===== config.mk =====
export PLATFORM = sky130hd
export DESIGN_NAME = y_sram_read_arbiter
export DESIGN_NICKNAME = d
export VERILOG_FILES = /design/src/rtl/y_sram_read_arbiter.sv
export SDC_FILE = /design/constraint.sdc
export NUM_CORES = 1
export LEC_CHECK = 0
export ABC_AREA = 1
export BUFFER_PORTS_ARGS = -buffer_cell sky130_fd_sc_hd__buf_2
export CAP_MARGIN = 30
export CORE_AREA = 4 4 226 228
export DETAILED_ROUTE_END_ITERATION = 10
export DIE_AREA = 0 0 230 232
export GPL_ROUTABILITY_DRIVEN = 0
export GPL_TIMING_DRIVEN = 0
export PLACE_DENSITY = 0.31
export REMOVE_ABC_BUFFERS = 1
export SLEW_MARGIN = 40
export SYNTH_ARGS = -nofsm -noshare
export SYNTH_HDL_FRONTEND = slang
export SYNTH_SLANG_ARGS = --single-unit

===== constraint.sdc =====
create_clock -name clock -period 5.95 [get_ports clock]
set_input_delay 0.2975 -clock clock [delete_from_list [all_inputs] [get_ports clock]]
set_output_delay 0.2975 -clock clock [all_outputs]
set_load 0.1 [all_outputs]

===== src/rtl/y_sram_read_arbiter.sv =====
// Round-robin arbiter for the shared y_sram read port: one grant per cycle, ID-tagged responses.
// Optional ARB_BURST_EN: a granted requester keeps the port for up to MAX_BURST consecutive reads.
module y_sram_read_arbiter #(
  parameter int NREQ      = 4,
  parameter int IDW       = 2,
  parameter int AW        = 11,
  parameter int DW        = 256,
  parameter int RD_LAT    = 1,
  parameter int MAX_BURST = 4
) (
  input  logic                 clock,
  input  logic                 reset,
  input  logic [NREQ-1:0]      req,
  input  logic [NREQ*AW-1:0]   req_addr,
  output logic [NREQ-1:0]      gnt,
  output logic [AW-1:0]        sram_addr,
  output logic                 sram_rd_en,
  input  logic [DW-1:0]        sram_rdata,
  output logic                 rsp_valid,
  output logic [IDW-1:0]       rsp_id,
  output logic [DW-1:0]        rsp_data,
  output logic                 busy
);

  logic [IDW-1:0]            ptr;
  logic [IDW-1:0]            idx;
  logic [IDW-1:0]            gid;
  logic [IDW-1:0]            nxt;
  logic                      found;
  logic [AW-1:0]             addr_sel;
  logic [RD_LAT:0]           vld_pipe;
  logic [RD_LAT:0][IDW-1:0]  id_pipe;

  // Search ptr, ptr+1, ... (mod NREQ) for the first active request.
  always_comb begin
    found = 1'b0;
    gid   = ptr;
    idx   = ptr;
    for (int k = 0; k < NREQ; k++) begin
      idx = IDW'((int'(ptr) + k) % NREQ);
      if (!found && req[idx]) begin
        found = 1'b1;
        gid   = idx;
      end
    end
  end

  always_comb begin
    gnt = '0;
    if (found && reset) gnt[gid] = 1'b1;
  end

  // Constant-index mux so unselected (possibly X) addresses never reach the register.
  always_comb begin
    addr_sel = '0;
    for (int k = 0; k < NREQ; k++)
      if (gid == IDW'(k)) addr_sel = req_addr[k*AW +: AW];
  end

  assign nxt = (int'(gid) == NREQ-1) ? '0 : gid + 1'b1;

`ifdef ARB_BURST_EN
  localparam int CW = $clog2(MAX_BURST+1);
  logic [CW-1:0] burst_cnt;
  logic [CW-1:0] new_cnt;
  logic [IDW-1:0] ptr_inc;

  assign new_cnt = (gid == ptr) ? burst_cnt + 1'b1 : CW'(1);
  assign ptr_inc = (int'(ptr) == NREQ-1) ? '0 : ptr + 1'b1;

  // ptr parks on the burst owner; it moves on when the burst is exhausted or the owner goes idle.
  always_ff @(posedge clock or negedge reset) begin
    if (!reset) begin
      ptr       <= '0;
      burst_cnt <= '0;
    end else if (found) begin
      if (int'(new_cnt) >= MAX_BURST) begin
        ptr       <= nxt;
        burst_cnt <= '0;
      end else begin
        ptr       <= gid;
        burst_cnt <= new_cnt;
      end
    end else if (burst_cnt != '0 && !req[ptr]) begin
      ptr       <= ptr_inc;
      burst_cnt <= '0;
    end
  end
`else
  always_ff @(posedge clock or negedge reset) begin
    if (!reset)     ptr <= '0;
    else if (found) ptr <= nxt;
  end
`endif

  // Stage 0 is the registered SRAM command; stage RD_LAT lines up with ReadBus.
  always_ff @(posedge clock or negedge reset) begin
    if (!reset) begin
      sram_addr <= '0;
      vld_pipe  <= '0;
      id_pipe   <= '0;
    end else begin
      if (found) sram_addr <= addr_sel;
      vld_pipe <= {vld_pipe[RD_LAT-1:0], found};
      id_pipe  <= {id_pipe[RD_LAT-1:0], gid};
    end
  end

  assign sram_rd_en = vld_pipe[0];
  assign rsp_valid  = vld_pipe[RD_LAT];
  assign rsp_id     = id_pipe[RD_LAT];
  assign rsp_data   = sram_rdata;
  assign busy       = |vld_pipe;

endmodule


==> run metrics <==
status complete, no violations; Yosys warnings 0; post-route setup slack 1950 ps; Hold Vio Cnt, Final 0; layout cells sized above 1 34.1%; CTS Root Cell clkbuf_16; Post-synth top cells buf_4 (261), nand2_1 (108), dfrtp_1 (19); count leader, synth buf_4; # rows 81; post-synth top area share 57.0%; initial detailed-routing violation count 292; DR pass1 iterations 5; CP Max Fanout 15; Cell Area, Synth 3440 sq um; asr flop ratio synth 100%; Synth cell types 22; Post-CTS Setup Inserts 0; Avg Vias per Cell 2.96; wire length per cell 87.8 um; CTS Buf Count 3; Max H-tree Level 1; NetSw 1470 uW; gr usage total 30.1%; VDD IR-drop max 0.178 mV; Main synth FF type dfrtp_1; setup repair after global routing missed its margin false; clock skew 12.0 ps; Critical Path AT 3700 ps; clk_lat worst skew 260 ps; part of the power in the clock network 6.7%; crit path launch type register; via count 2817; post-cts gate resize count 0; CTS Hold Bufs 0; initial core utilization 7.03%; fillers 5862; Storage cell area 475 sq um; DP HPWL 81700 um; Flop pwr share 12.3%; final setup vio count 0; Final Max Tran Viols 0; sequential area share after synthesis 13.8%; DRT Wirelength 83700 um; Overall Power 2220 uW; die width 230 um; die height 232 um; Synth area leader buf_4; Cells after Synth 483; synth top area cells buf_4 (57%), dfrtp_1 (14%), nand2_1 (12%); Pint 753 uW; sw frac 66.0%; Reg clk slew, reported paths 70 ps; number of synthesized flops with an enable pin 0; DRC violations left 0; NumNets Final 598; Slew HR 50.2%; pin count of the biggest net entering global routing 24; crit end category primary output; final antenna-violating net count 0; Core Util, Final 5.51%; Leakage 0.00109 uW; Worst EP required 5650 ps; Hold Path Class in -> async; post-placement cell count 947; Slew @ Worst Pin 744 ps; CTS sink count 19; CTS tree done; I/O Pins 582; Max Cap Viol 0; reg2reg start ptr[0]$_DFFE_PN0N_; Gate power share 81.0%; CP startpoint ptr[0]$_DFFE_PN0N_; Final Critical Period 4000 ps; vias in the first global route 2264; critical path class reg -> out; setup tns final 0 ps; footprint of the multi-input gates 900 sq um; total congestion overflow 0; Mapped Avg Cell Area 7.11 sq um; Fmax 250 MHz; Tcrit/Tclk final 67.2%; IO buf count 69; area grow syn2layout -21.7%; Core Region 48800 sq um; Final Non-Filler Cells 953; Pwr Density 824 nW/um^2; initial antenna violation count 4; area of the die 53400 sq um; Post-Place Setup Slack 2180 ps; first-pass GRT wire length 89400 um; Clock Path Buffers 2; Yosys reg bits 19
## logic make-up (layout without fill, tap and decap cells)
logic type      count (synthesis)  count (layout)  synth area share [%]
compound gates                 35              35                  7.28
fa+ha+maj                       4               4                  1.46
buf+inv                       283              87                  60.0
flops                          19              19                  13.8
other cells                     0               2                     0
simple gates                  142             142                  17.4
## final cells by class
class | count | area share [%]
Multi-Input combinational cell | 181 | 33.4
Antenna cell | 2 | 0.186
Clock buffer | 3 | 2.79
Timing Repair Buffer | 69 | 12.8
Sequential cell | 19 | 17.7
Inverter | 14 | 2.05
Tap cell | 664 | 30.9
Clock inverter | 1 | 0.186
## placed cells by master (no fill, tap or decap), types with 4 or more instances in the layout
master / netlist / routed
o21ai_0: 11 / 11
buf_2: 1 / 69
a21oi_1: 11 / 11
dfrtp_1: 19 / 19
ha_1: 4 / 4
nand3_1: 15 / 15
nand2_1: 108 / 108
inv_1: 11 / 10
nor2_1: 8 / 8
o211ai_2: 8 / 8
nand2_2: 7 / 7
## worst max-delay path: stages, from the launching register on
cell and delay (ps):
dfrtp_1 670, inv_2 230, nand2_1 110, nand2_1 110, nand2_1 80, nand2_1 110, nor2_1 150, nand3_1 120
nand2_1 120, nand2_1 130, inv_1 110, ha_1 480, inv_1 390, nor2_1 170, buf_2 440
## power groups by stage
stage                     registers [uW]  clock network, uW  logic, uW
after floorplan                      613                  0       1010
after global placement               273                  0       1830
after detailed placement             273                  0       1810
after CTS                            272                153       1820
after global routing                 282                158       2000
final                                272                149       1800
## layer usage
layer / wire (um) / GRT usage (%)
met5: 1110 / 15.3
met4: 7510 / 16.9
met3: 25600 / 45.7
met2: 41600 / 55.0
met1: 7870 / 7.18
## flip-flops by register name, indices dropped and copies added, names as in the netlist
name,count
vld_pipe,2
sram_addr,11
rsp_id,2
ptr,2
id_pipe,2
## worst paths after layout
kind                                       endpoint  slack (ps)  cells past startpoint
setup / recovery                             gnt[2]        1950                     14
hold / removal             sram_addr[9]$_DFFE_PN0N_          10                      1
setup reg to reg           sram_addr[8]$_DFFE_PN0N_        2190                     16
hold reg to reg                 rsp_id[0]$_DFF_PN0_         360                      0
min in group clock         sram_addr[2]$_DFFE_PN0N_         270                      3
max in group asynchronous  sram_addr[3]$_DFFE_PN0N_        5580                      1
## stage by stage
step	area, sq um	hold slack, ps
6_report	2690	10.8
5_1_grt	2690	41.5
4_1_cts	2690	40.1
3_5_place_dp	2610	322
3_3_place_gp	2610	324
2_1_floorplan	1430	1.91
Power figures use the tool's default switching activity.
